File: config.mk
export PLATFORM = sky130hd
export DESIGN_NAME = uart_rx_oversample_flat
export DESIGN_NICKNAME = d
export VERILOG_FILES = /design/src/rtl/uart_rx_oversample_if.sv /design/src/rtl/uart_rx_oversample.sv /design/src/flat_wrapper.sv
export SDC_FILE = /design/constraint.sdc
export NUM_CORES = 1
export LEC_CHECK = 0
export ABC_AREA = 1
export BUFFER_PORTS_ARGS = -buffer_cell sky130_fd_sc_hd__buf_2
export CORE_MARGIN = 8
export CORE_UTILIZATION = 35
export DETAILED_ROUTE_END_ITERATION = 12
export PLACE_DENSITY_LB_ADDON = 0.2
export RECOVER_POWER = 25
export SLEW_MARGIN = 20
export SYNTH_ARGS = -nofsm -noshare
export SYNTH_HDL_FRONTEND = slang
export SYNTH_SLANG_ARGS = --single-unit
File: constraint.sdc
create_clock -name clk -period 3.35 [get_ports clk]
set_input_delay 0.335 -clock clk [delete_from_list [all_inputs] [get_ports clk]]
set_output_delay 0.335 -clock clk [all_outputs]
set_load 0.03 [all_outputs]
File: src/rtl/uart_rx_oversample_if.sv
// Receiver-side bundle: serial line and oversample tick in, received word and status out.
// parity_err exists only when UART_RX_PARITY_EN is defined.
interface uart_rx_oversample_if #(
  parameter int DBIT = 8
);
  logic            rx;
  logic            s_tick;
  logic [DBIT-1:0] dout;
  logic            rx_done_tick;
  logic            frame_err;
`ifdef UART_RX_PARITY_EN
  logic            parity_err;

  modport master (input rx, input s_tick, output dout, output rx_done_tick,
                  output frame_err, output parity_err);
  modport slave  (output rx, output s_tick, input dout, input rx_done_tick,
                  input frame_err, input parity_err);
`else
  modport master (input rx, input s_tick, output dout, output rx_done_tick,
                  output frame_err);
  modport slave  (output rx, output s_tick, input dout, input rx_done_tick,
                  input frame_err);
`endif
endinterface

File: src/rtl/uart_rx_oversample.sv
// 16x-oversampling UART receiver: start/data/(parity)/stop FSM driven by s_tick.
// Optional even-parity stage enabled by the UART_RX_PARITY_EN macro.
module uart_rx_oversample #(
  parameter int DBIT    = 8,
  parameter int SB_TICK = 16
) (
  input  logic                  clk,
  input  logic                  reset,
  uart_rx_oversample_if.master  bus
);
  localparam int NW = (DBIT > 1) ? $clog2(DBIT) : 1;
  localparam int SW = (SB_TICK > 16) ? $clog2(SB_TICK) : 4;

  localparam logic [2:0] IDLE   = 3'd0;
  localparam logic [2:0] START  = 3'd1;
  localparam logic [2:0] DATA   = 3'd2;
  localparam logic [2:0] PARITY = 3'd3;
  localparam logic [2:0] STOP   = 3'd4;

  logic [2:0]      state;
  logic [SW-1:0]   s;
  logic [NW-1:0]   n;
  logic [DBIT-1:0] b;
  logic            rx_sync_p0;
  logic            rx_s;
  logic [DBIT-1:0] dout_r;
  logic            done_r;
  logic            ferr_r;
`ifdef UART_RX_PARITY_EN
  logic            p;
  logic            perr_r;
`endif

  always_ff @(posedge clk or negedge reset) begin
    if (!reset) begin
      rx_sync_p0 <= 1'b1;
      rx_s       <= 1'b1;
      state      <= IDLE;
      s          <= '0;
      n          <= '0;
      b          <= '0;
      dout_r     <= '0;
      done_r     <= 1'b0;
      ferr_r     <= 1'b0;
`ifdef UART_RX_PARITY_EN
      p          <= 1'b0;
      perr_r     <= 1'b0;
`endif
    end else begin
      // stage boundary: two-flop synchroniser on the asynchronous line
      rx_sync_p0 <= bus.rx;
      rx_s       <= rx_sync_p0;
      done_r     <= 1'b0;
      case (state)
        IDLE: begin
          if (!rx_s) begin
            state <= START;
            s     <= '0;
          end
        end
        START: begin
          if (bus.s_tick) begin
            if (s == SW'(7)) begin
              if (!rx_s) begin
                state <= DATA;
                s     <= '0;
                n     <= '0;
              end else begin
                state <= IDLE;
              end
            end else begin
              s <= s + SW'(1);
            end
          end
        end
        DATA: begin
          if (bus.s_tick) begin
            if (s == SW'(15)) begin
              s <= '0;
              b <= {rx_s, b[DBIT-1:1]};
              if (n == NW'(DBIT - 1)) begin
`ifdef UART_RX_PARITY_EN
                state <= PARITY;
`else
                state <= STOP;
`endif
              end else begin
                n <= n + NW'(1);
              end
            end else begin
              s <= s + SW'(1);
            end
          end
        end
`ifdef UART_RX_PARITY_EN
        PARITY: begin
          if (bus.s_tick) begin
            if (s == SW'(15)) begin
              p     <= rx_s;
              s     <= '0;
              state <= STOP;
            end else begin
              s <= s + SW'(1);
            end
          end
        end
`endif
        STOP: begin
          if (bus.s_tick) begin
            if (s == SW'(SB_TICK - 1)) begin
              state  <= IDLE;
              dout_r <= b;
              ferr_r <= ~rx_s;
              done_r <= 1'b1;
`ifdef UART_RX_PARITY_EN
              perr_r <= ^{b, p};
`endif
            end else begin
              s <= s + SW'(1);
            end
          end
        end
        default: state <= IDLE;
      endcase
    end
  end

  assign bus.dout         = dout_r;
  assign bus.rx_done_tick = done_r;
  assign bus.frame_err    = ferr_r;
`ifdef UART_RX_PARITY_EN
  assign bus.parity_err   = perr_r;
`endif

endmodule

File: src/flat_wrapper.sv
// flat-port wrapper written by rule: the top's interface ports become plain ports
module uart_rx_oversample_flat 
#(
  parameter int DBIT    = 8,
  parameter int SB_TICK = 16
)
  (clk, reset, bus_rx, bus_s_tick, bus_dout, bus_rx_done_tick, bus_frame_err);
  uart_rx_oversample_if #(.DBIT(DBIT)) bus_i ();
  input  logic clk;
  input  logic reset;
  input wire logic [$bits(bus_i.rx)-1:0] bus_rx;
  input wire logic [$bits(bus_i.s_tick)-1:0] bus_s_tick;
  output wire logic [$bits(bus_i.dout)-1:0] bus_dout;
  output wire logic [$bits(bus_i.rx_done_tick)-1:0] bus_rx_done_tick;
  output wire logic [$bits(bus_i.frame_err)-1:0] bus_frame_err;
  assign bus_i.rx = bus_rx;
  assign bus_i.s_tick = bus_s_tick;
  assign bus_dout = bus_i.dout;
  assign bus_rx_done_tick = bus_i.rx_done_tick;
  assign bus_frame_err = bus_i.frame_err;
  uart_rx_oversample #(.DBIT(DBIT), .SB_TICK(SB_TICK)) u_core (.clk(clk), .reset(reset), .bus(bus_i));
endmodule
==> results.txt <==
The analysis attributes to net switching a power of 0.531 mW. Tracing the worst setup path back leads to its startpoint at u_core.s[0]. Derived from the worst setup path, the maximum achievable clock frequency is 573 MHz. The number of warnings issued by yosys is 0, and the measured slew at the worst slew-check pin is 1.66 ns. The tools report the synthesized netlist cell count as 216.

The proportion of synthesized chip area in sequential cells is 0.457, and the post-CTS clock slew at the launch and capture registers of the worst setup and hold paths is 0.07 ns. The cell type with the highest aggregate area in the netlist is sky130_fd_sc_hd__dfrtp_1. The tools report the number of max-cap violations as 1.

A synthesized cell averages 7.63 um^2. The first-pass iteration count of the detailed router was 4; the switching part of the total power was 0.424. After detailed routing, the number of vias per cell comes to 4.74. The clock root buffer was sky130_fd_sc_hd__clkbuf_8. STA classifies the critical path startpoint as a flop.

The final reports fail on max-capacitance violations, max-slew violations. In the final routed layout, each cell accounts on average for 12.3 um. Count of input and output buffers: 13.

In this run the worst path has a maximum fanout of 18. The async set or reset register ratio after synthesis came out at 1.00. The final standard cell utilization of the core was 0.396. The congestion estimate from routability-driven global placement came to 0.847. The die is 84.6 um wide. Data on the critical path arrives at its endpoint at 1.91 ns. The worst setup path is captured at a flop.

The final critical-path share of the clock period works out to 0.521. For the clock share of power, the log shows 0.249. The run gives 2 as the CTS H-tree depth.

The starting density of the core was 0.356. The startpoint identified for the worst register-to-register timing path is u_core.s[0]. The via count of the first global-routing pass is 1288. Area share of the largest cell type after synthesis: 0.425. Top cell family by delay on the critical path: simple AND/OR/NAND/NOR gates.

Path class of the lowest-slack min-delay path: input port to flop. The worst hold path begins at bus_rx. The number of clock sinks seen by CTS was 30. The clock network latency to the later pin of the worst-skew pair is 0.29 ns, and the number of buffers and inverters on the critical path is 0. The tools report the total standard cell area after synthesis as 0.00165 mm^2.

The detailed placement HPWL is 2.41 mm. At the end of the flow, the number of nets in the layout was 238. Detailed-route via count: 1357. Yosys mapped the design onto 23 distinct sky130hd cell types. The share of final-layout standard cells stronger than drive strength 1 was 0.194. The initial antenna violation count was 0. The area growth from synthesis to layout is 11.2%. VDD sags by at most 241 uV. The clock period could shrink to 1.74 ns. For the accumulated negative setup slack, the log shows 0 ns. The count of pins over their slew limit is 31. The number of resized instances in the post-cts repair step was 0.

After detailed routing, the number of remaining DRC violations is 0. Buffers inserted to repair hold after CTS numbered 0. Counting flops with a built-in enable in the synthesized netlist gives 0.

TritonCTS built the clock tree. At the worst endpoint, the required time is 3.52 ns. Yosys attributes the largest share of cell area to sky130_fd_sc_hd__dfrtp_1 (43%), sky130_fd_sc_hd__nand2_1 (17%), sky130_fd_sc_hd__nand3_1 (5.5%). The part of the total power dissipated in combinational logic was 0.386; the number of antenna-violating nets in the routed design was 0.

The die covers 0.00716 mm^2. After detailed routing, the total wire length is 3.52 mm. The flow ran to the end, but the final reports show violations.

Among all cell types in the netlist, the one instantiated most often is sky130_fd_sc_hd__nand2_1. Among all flip-flop cells after synthesis, the most frequent one is sky130_fd_sc_hd__dfrtp_1. The portion of total power attributed to sequential cells came out at 0.366.

The library cell contributing the largest single delay on the critical path is sky130_fd_sc_hd__dfrtp_1. In this run the power density over the cells is 683 mW/mm^2. The tools report the worst slew slack as a fraction of its limit as -0.109. Total clock buffers created by CTS: 5. The largest single stage delay on the critical path is 0.47 ns. The total global routing overflow was 0; the worst-case clock buffer depth was 2. By count the netlist is led by sky130_fd_sc_hd__nand2_1 (75), sky130_fd_sc_hd__dfrtp_1 (28), sky130_fd_sc_hd__inv_1 (23), sky130_fd_sc_hd__nand3_1 (18), sky130_fd_sc_hd__nor2_1 (18). The static leakage power was 1.00 nW; the final count of negative-setup-slack endpoints was 0. From bottom edge to top edge, the die measures 84.6 um.

Kind of critical path: flop to flop. Setup repair after global routing left no endpoint under its margin. Floorplan core area: 0.00463 mm^2. The internal portion of the total power is 0.721 mW. For the final database, setup skew stands at 0.00817 ns.

Total power for the finished layout comes to 1.25 mW. The number of hold violations in the final report is 0, and the post-synthesis register bit count is 30. The global routing usage summed across all routing layers is 0.109, and the post-CTS setup buffer count is 0.

In this run, the number of DRC markers left after iteration 0 of detailed routing was 112. Entering global routing, the biggest net connects 31 pins. The wire length of the first global-routing pass is 6.18 mm. The number of placement rows was 25; the final antenna diode count was 0. Synthesis produced a netlist with a net count of 223. Walking the worst path, the cells encountered are ha_1, nand3_1, nor2_2, nand2_2, nand2_1, o21ai_2. 14 I/O pins were placed.
==> final timing paths <==
path | to | slack, ns | cells past startpoint
worst max-delay path | u_core.bus.dout[2] | 1.61 | 6
worst min-delay path | u_core.rx_sync_p0 | 0.15 | 1
worst max register to register | u_core.bus.dout[2] | 1.61 | 6
worst min register to register | u_core.rx_s | 0.36 | 0
max in group asynchronous | u_core.s[1] | 1.91 | 1
min in group asynchronous | u_core.s[3] | 0.46 | 1
==> layout by cell type (no fill, tap or decap), drive strengths merged <==
cell / netlist / routed
dfstp: 2 / 2
nand4: 7 / 7
inv: 26 / 26
ha: 3 / 3
clkbuf: 1 / 7
clkinvlp: 0 / 1
o21bai: 1 / 1
nor2: 23 / 23
nand3b: 1 / 1
buf: 4 / 12
nand3: 20 / 20
dfrtp: 28 / 28
o21ai: 18 / 18
nand2: 79 / 79
clkinv: 0 / 1
a21oi: 3 / 3
==> logic make-up after synthesis <==
family / count (synthesis) / synth area share
and+or+nand+nor: 130 / 0.347
buffers and inverters: 31 / 0.0843
DFF: 30 / 0.457
AOI/OAI and AO/OA: 22 / 0.0888
adders and majority gates: 3 / 0.0228
==> area by class of cell <==
type / instances / area (um^2)
well taps: 54 / 67.6
multi-input cells: 155 / 756
clock inverters: 2 / 12.5
fillers: 519 / 2800
inverters: 26 / 97.6
clock buffers: 6 / 82.6
repair buffers: 13 / 63.8
flip-flops and latches: 30 / 753
==> flip-flops by register name (all words and copies together), names as in the netlist <==
signal                   flops
u_core.rx_s                  1
u_core.s                     4
u_core.b                     8
u_core.state                 3
u_core.bus.rx_done_tick      1
u_core.bus.dout              8
u_core.rx_sync_p0            1
u_core.bus.frame_err         1
u_core.n                     3
==> through the flow <==
step	worst slack, ns	cell area [um^2]	std cells	hold WS (ns)
finish	1.61	1830	286	0.149
global route	1.40	1830	286	0.132
CTS	1.62	1830	286	0.125
detailed placement	1.63	1740	278	0.348
global placement	1.69	1740	278	0.346
floorplan	1.86	1650	216	0.0394
==> power by group through the flow <==
stage | Clock [mW] | Combinational (mW) | Sequential [mW]
after global placement | 0 | 0.491 | 0.463
after global routing | 0.340 | 0.564 | 0.466
final | 0.312 | 0.483 | 0.458
after detailed placement | 0 | 0.489 | 0.464
after floorplan | 0 | 0.404 | 0.445
after CTS | 0.324 | 0.492 | 0.457
==> layer usage <==
metal | share of wire | vias up | track usage
met5 | 0 | - | 0
met4 | 0.021 | 0 | 0.0534
met3 | 0.051 | 9 | 0.0380
met2 | 0.44 | 27 | 0.168
met1 | 0.49 | 610 | 0.133
li1 | - | 711 | -
Power figures use the tool's default switching activity.
